$ cat src/rtl/ru_arb_pkg.sv
// ----------------------------------------------------------------------------
// ru_arb_pkg
//   Shared types for the ru_ram arbiter (ru_mem_arbiter and ru_arb_pick).
//
//   arb_state_t : which port currently owns the RAM.
//     IDLE  - nobody owns it; RAM outputs are driven to zero.
//     GNT_I - the instruction-fetch port owns it (read only).
//     GNT_D - the load/store port owns it (read or write).
// ----------------------------------------------------------------------------
package ru_arb_pkg;

  typedef enum logic [1:0] {
    IDLE  = 2'd0,
    GNT_I = 2'd1,
    GNT_D = 2'd2
  } arb_state_t;

endpackage : ru_arb_pkg

$ cat src/rtl/ru_arb_pick.sv
// ----------------------------------------------------------------------------
// ru_arb_pick
//   Combinational grant selection used when the arbiter is idle. Given the two
//   level requests and which port was served last, returns the grant state to
//   enter on the next edge (IDLE when nothing is requesting).
//
//   Build option (macro RU_ARB_RR_EN):
//     defined   - round-robin on contention: the port not served last wins.
//     undefined - fixed priority on contention: the load/store port wins;
//                 last_d is accepted but not used.
//
// Ports
//   i_req  in  fetch port is requesting
//   d_req  in  load/store port is requesting
//   last_d in  1 = load/store port completed the most recent access
//   pick   out grant state to move to from IDLE
// ----------------------------------------------------------------------------
module ru_arb_pick
  import ru_arb_pkg::*;
(
  input  logic       i_req,
  input  logic       d_req,
  input  logic       last_d,
  output arb_state_t pick
);

`ifdef RU_ARB_RR_EN
  always_comb begin
    pick = IDLE;
    if (i_req && d_req) begin
      // Contention: hand the RAM to whoever did not get it last time.
      pick = last_d ? GNT_I : GNT_D;
    end else if (d_req) begin
      pick = GNT_D;
    end else if (i_req) begin
      pick = GNT_I;
    end
  end
`else
  // History is only meaningful for round-robin; keep it connected so the
  // port list is identical in both builds.
  logic unused_last_d;
  assign unused_last_d = last_d;

  always_comb begin
    pick = IDLE;
    if (d_req) begin
      // Data accesses win any tie: a stalled load blocks the pipeline harder
      // than a late fetch.
      pick = GNT_D;
    end else if (i_req) begin
      pick = GNT_I;
    end
  end
`endif

endmodule : ru_arb_pick

$ cat src/rtl/ru_mem_arbiter.sv
// ----------------------------------------------------------------------------
// ru_mem_arbiter
//   Shares the single-ported ru_ram between the instruction-fetch port (read
//   only) and the load/store port. Each level request is turned into one
//   granted RAM access; the access completes in the first grant cycle with
//   ram_busy low, which is also the single cycle in which the matching ack
//   pulses and read data is presented.
//
//   Only the owner state and the "served last" bit are registered; every
//   output is decoded combinationally from them, so an asynchronous reset
//   clears all acks, the write enable and the RAM address immediately.
//
//   Build option: RU_ARB_RR_EN selects round-robin instead of fixed data
//   priority when both ports request while idle (see ru_arb_pick).
//
// Parameters
//   ADDR_W  byte address width to the RAM
//   DATA_W  data word width
//
// Ports
//   clk        in  system clock, rising edge
//   nRst       in  asynchronous active-low reset
//   i_req      in  fetch request, held until i_ack
//   i_addr     in  fetch address
//   i_rdata    out fetch read data, zero except in the i_ack cycle
//   i_ack      out fetch complete, one-cycle pulse
//   d_req      in  load/store request, held until d_ack
//   d_wen      in  1 = store, 0 = load
//   d_addr     in  load/store address
//   d_wdata    in  store data
//   d_rdata    out load data, zero except in the d_ack cycle
//   d_ack      out load/store complete, one-cycle pulse
//   ram_addr   out RAM address (zero while idle)
//   ram_wen    out RAM write enable
//   ram_wdata  out RAM write data (zero unless the data port owns the RAM)
//   ram_rdata  in  RAM combinational read data
//   ram_busy   in  RAM stall; an access completes only when this is low
//   grant_d    out high while the data port owns the RAM
// ----------------------------------------------------------------------------
module ru_mem_arbiter
  import ru_arb_pkg::*;
#(
  parameter int ADDR_W = 32,
  parameter int DATA_W = 32
) (
  input  logic              clk,
  input  logic              nRst,

  input  logic              i_req,
  input  logic [ADDR_W-1:0] i_addr,
  output logic [DATA_W-1:0] i_rdata,
  output logic              i_ack,

  input  logic              d_req,
  input  logic              d_wen,
  input  logic [ADDR_W-1:0] d_addr,
  input  logic [DATA_W-1:0] d_wdata,
  output logic [DATA_W-1:0] d_rdata,
  output logic              d_ack,

  output logic [ADDR_W-1:0] ram_addr,
  output logic              ram_wen,
  output logic [DATA_W-1:0] ram_wdata,
  input  logic [DATA_W-1:0] ram_rdata,
  input  logic              ram_busy,

  output logic              grant_d
);

  arb_state_t state_q, state_d;
  logic       last_d_q, last_d_d;
  arb_state_t idle_pick;

  ru_arb_pick u_pick (
    .i_req  (i_req),
    .d_req  (d_req),
    .last_d (last_d_q),
    .pick   (idle_pick)
  );

  // Next-state: leave IDLE via the picker; leave a grant only on a
  // non-busy cycle, handing over directly to the other port if it is
  // waiting. The completing port's request is still high in its ack cycle,
  // so it must never be regranted from here.
  always_comb begin
    state_d  = state_q;
    last_d_d = last_d_q;
    case (state_q)
      IDLE: begin
        state_d = idle_pick;
      end
      GNT_I: begin
        if (!ram_busy) begin
          last_d_d = 1'b0;
          state_d  = d_req ? GNT_D : IDLE;
        end
      end
      GNT_D: begin
        if (!ram_busy) begin
          last_d_d = 1'b1;
          state_d  = i_req ? GNT_I : IDLE;
        end
      end
      default: begin
        state_d = IDLE;
      end
    endcase
  end

  always_ff @(posedge clk or negedge nRst) begin
    if (!nRst) begin
      state_q  <= IDLE;
      last_d_q <= 1'b0;
    end else begin
      state_q  <= state_d;
      last_d_q <= last_d_d;
    end
  end

  // Output decode. Read data is gated to the ack cycle so a requester that
  // samples early never sees a stale or mid-stall word.
  always_comb begin
    ram_addr  = '0;
    ram_wen   = 1'b0;
    ram_wdata = '0;
    i_ack     = 1'b0;
    d_ack     = 1'b0;
    i_rdata   = '0;
    d_rdata   = '0;
    grant_d   = 1'b0;
    case (state_q)
      GNT_I: begin
        ram_addr = i_addr;
        i_ack    = !ram_busy;
        if (!ram_busy) begin
          i_rdata = ram_rdata;
        end
      end
      GNT_D: begin
        ram_addr  = d_addr;
        ram_wdata = d_wdata;
        ram_wen   = d_wen;
        grant_d   = 1'b1;
        d_ack     = !ram_busy;
        if (!ram_busy) begin
          d_rdata = ram_rdata;
        end
      end
      default: begin
      end
    endcase
  end

endmodule : ru_mem_arbiter
$ cat config.mk
export PLATFORM = sky130hd
export DESIGN_NAME = ru_mem_arbiter
export DESIGN_NICKNAME = d
export VERILOG_FILES = /design/src/rtl/ru_arb_pkg.sv /design/src/rtl/ru_arb_pick.sv /design/src/rtl/ru_mem_arbiter.sv
export SDC_FILE = /design/constraint.sdc
export NUM_CORES = 1
export LEC_CHECK = 0
export CAP_MARGIN = 20
export CORE_AREA = 4 4 102 104
export CTS_CLUSTER_SIZE = 28
export DETAILED_ROUTE_END_ITERATION = 6
export DIE_AREA = 0 0 106 108
export PLACE_DENSITY = 0.74
export SYNTH_ARGS = -nofsm -noshare
export SYNTH_HDL_FRONTEND = slang
export SYNTH_HIERARCHICAL = 1
export SYNTH_SLANG_ARGS = --single-unit
$ cat constraint.sdc
create_clock -name clk -period 2.4 [get_ports clk]
set_clock_uncertainty 0.2 [all_clocks]
set_input_delay 0.36 -clock clk [delete_from_list [all_inputs] [get_ports clk]]
set_output_delay 0.36 -clock clk [all_outputs]
set_load 0.05 [all_outputs]
# Word level (Yosys, flattened, before mapping)
# Index checks and enable logic that the tools add are counted.
[word_totals]
register_bits = 2
latchBits = 0
ram_bits = 0
mem_bits_ro = 0
in_bits = 134
out_inout_bits = 132
elab_cells = 23
memories = 0
[op_classes]
add_sub_neg = 0
n_mul = 0
n_div = 0
magnitude_cmp = 0
n_eq_ne = 4
shifts = 0
muxes = 15
n_bitwise = 0
reduce_logical = 3
[op_table]
columns = ["operator", "n"]
rows = [
  ["two-way mux 32 bit", 4],
  ["one-hot mux 32 bit (2 select lines)", 1],
  ["two-way mux 2 bit", 4],
  ["one-hot mux 2 bit (3 select lines)", 1],
  ["two-way mux 1 bit", 5],
  ["!= test 2 bit, second input constant", 2],
  ["equality test 2 x 1 -> 1 bit, second input constant", 1],
  ["equality test 2 bit, second input constant", 1],
  ["logical NOT 2 bit", 1],
  ["AND reduction 2 bit", 1],
  ["logical NOT 1 bit", 1],
]

# Depth between registers and ports, before layout
[depth]
word_depth = 3
depth_mapped = 6
depth_no_buf = 4

# Cells and area by module
# The synthesis kept the hierarchy.
[by_module_without_submodules]
columns = ["module", "instances", "cells_each", "area_each_um2"]
rows = [
  ["ru_mem_arbiter", 1, 206, 1472.7],
  ["ru_arb_pick", 1, 2, 21.3],
]

# Worst setup path before layout
# No wires, ideal clock.
[synth_timing]
kind = "register to output"
from = "register state_q[0]"
to = "output ram_addr[0]"
arrival_time_ns = 2.198
required_time_ns = 1.840
slack_ns = -0.358
stages_incl_launch_ff = 7
path_cell_list = "dfrtp_1 inv_1 ha_1 clkbuf_2 buf_2 a22oi_1 nor2b_1"
[synth_via]
elab_chain_cells = 2
[synth_rtl]
columns = ["element", "line_no", "source"]
rows = [
  ["start: declaration", "ru_mem_arbiter.sv:70", "arb_state_t state_q, state_d;"],
  ["start signal: assignment", "ru_mem_arbiter.sv:115", "state_q <= state_d;"],
  ["equality test 2 bit / equality test 2 x 1 -> 1 bit (equally long branches)", "--", ""],
  ["one-hot mux 32 bit (2 select lines) *", "ru_mem_arbiter.sv:131", "case (state_q)"],
  ["end: declaration", "ru_mem_arbiter.sv:61", "output logic [ADDR_W-1:0] ram_addr,"],
]
# Mark *: on every way between the ends. The rest lies on a longest branch, timed or not.

# Worst setup path after layout
[layout_timing]
from = "register state_q[0]"
to = "output ram_addr[29]"
# The elaborated chain is that of the path after synthesis.

==> results by group <==
Finish
  – Max reg flops: 2
  – N_diodes: 0
  – Filler Cell Count: 743
  – Area grow syn2layout: 303.8%
  – Layout cells sized above 1: 0.4585
  – Final net count: 600
  – Biggest register: state_q
  – Top flop regs: state_q (2)

Power and ir drop
  – Leakage: 2.312 nW
  – Worst IR Drop VDD: 557.4 uV
  – Power per cell area: 923.8 nW/um2

Critical path
  – Worst Path Arrival: 1.72 ns
  – Critical Path Fanout Max: 32
  – R2R cell count: 5
  – CP endpoint kind: primary output
  – Worst setup SP type: register
  – Setup CP Type: register to primary output
  – Flop-to-flop setup slack: 0.67 ns
  – Worst Path Required: 1.84 ns

Placed design
  – GP Congestion: 0.7735
  – HPWL after detailed placement: 8319 um
  – PortBufs: 265

Drt
  – Via-to-Cell Ratio: 4.124
  – Final wirelength: 9472 um
  – DR pass1 iterations: 4
  – Total number of vias: 2437
  – WL/cell: 16.03 um
  – ANT nets after route: 0
  – # DRC: 0
  – Number of DRC markers in iteration 0: 85

Clocking
  – Post-CTS Hold Fix Bufs: 0
  – Max Root-Sink Buffers: 2
  – Clk_lat worst skew: 0.21 ns
  – CTS tree: built
  – H-tree Lvls: 1
  – Total CTS buffers: 3
  – Sink Count: 2
  – Clock transition at the registers of the reported paths: 0.03 ns
  – Clock Tree Root: clkbuf_8

Timing
  – Tightest Pin Transition: 0.3458 ns
  – Setup TNS Final: 0 ns
  – Worst relative slew slack: 0.7695
  – Final setup fails: 0
  – Slew Limit Fails: 0
  – Achievable Freq: 0.4388 GHz
  – Minimum clock period: 2.279 ns
  – RSZ-0062 raised after global routing: false
  – Final Cycle Share: 0.9496
  – Hold Vio Cnt, Final: 0
  – WHS: 0.1153 ns

Floorplanning
  – Row count: 36
  – # IOs: 266
  – Die area: 11450 um2
  – Die Span X: 106 um
  – Core area: 9549 um2
  – Starting Density: 0.1519
  – Die height: 108 um

Status
  – Status: complete, no violations

Global route
  – Initial antenna violation count: 1
  – Gr usage total: 0.1535
  – Largest net degree at the start of global routing: 38
  – First-pass GRT wire length: 13870 um
  – Number of global-route vias before repair: 2596
  – GRT overflow: 0

Synth
  – Mean area per synthesized cell: 7.074 um2
  – Mapped Area: 1450 um2
  – Post-Syn Nets: 345
  – Yosys warning count: 6
  – Synthesized instance count: 205

Hold path
  – Hold Crit Class: input port to asynchronous set/reset pin

Flow run
  – Max Cap Viol: 0
metrics by stage:
| stage | util | cell area (um2) | instances | total power [mW] | worst slack [ns] |
|---|---|---|---|---|---|
| 2_1_floorplan | - | 1670 | 205 | 2.839 | 0.01657 |
| 3_3_place_gp | 0.6086 | 5812 | 588 | 5.267 | 0.2978 |
| 3_5_place_dp | 0.6086 | 5812 | 588 | 5.328 | 0.2866 |
| 4_1_cts | 0.6129 | 5853 | 591 | 5.478 | 0.1077 |
| 5_1_grt | 0.6132 | 5856 | 591 | 5.616 | 0.01912 |
| 6_report | 0.6132 | 5856 | 591 | 5.410 | 0.1209 |
cell usage in the layout (no fill, tap or decap):
| cell type | n |
|---|---|
| and2b_2 | 2 |
| o31ai_1 | 2 |
| buf_4 | 1 |
| dfrtp_1 | 2 |
| clkdlybuf4s50_1 | 133 |
| nor2b_4 | 30 |
| inv_1 | 2 |
| o211ai_1 | 2 |
| buf_12 | 138 |
| ha_1 | 5 |
| clkbuf_8 | 3 |
| ha_2 | 1 |
| o21a_1 | 1 |
| nor2b_2 | 5 |
| and2_2 | 30 |
| a22oi_1 | 34 |
| and2_1 | 67 |
worst max-delay path, cell delays in order, from the launching register on:
cell	delay [ns]
dfrtp_1	0.41
inv_1	0.11
ha_2	0.22
buf_12	0.17
a22oi_1	0.33
nor2b_4	0.08
buf_12	0.16
power breakdown:
group	switching [mW]	total [mW]	leakage, nW	internal [mW]
Sequential	0.0204	0.0680	0.0257	0.0476
Clock	0.0273	0.133	0.0216	0.106
Combinational	2.64	5.21	2.26	2.56
Total	2.69	5.41	2.31	2.72
layer usage:
layer	vias to the layer above	track usage	wire length [um]
met5	-	0	20
met4	2	0.03700	165
met3	15	0.05493	900
met2	141	0.3242	5453
met1	1100	0.1358	2932
li1	1179	-	-
cell type report:
type	count	area (um2)	share of cell area
inverters	2	7.507	0.001282
multi-input cells	179	1489	0.2543
flip-flops and latches	2	50.05	0.008547
well taps	133	166.4	0.02842
repair buffers	272	4101	0.7004
clock buffers	3	41.29	0.007051
worst paths after layout:
path | endpoint | from
setup / recovery | ram_addr[29] | state_q[0]
hold reg to reg | state_q[0] | state_q[0]
hold / removal | state_q[0] | nRst
setup reg to reg | state_q[0] | state_q[0]
max in group asynchronous | state_q[1] | nRst
min in group clk | state_q[0] | state_q[0]
what timing repair did:
item,4_1_cts,5_1_grt
endpoints found under the setup margin,0,1
buffers inserted,0,0
gates resized for setup,0,1
Note: power is estimated with default switching activity, not from simulation.
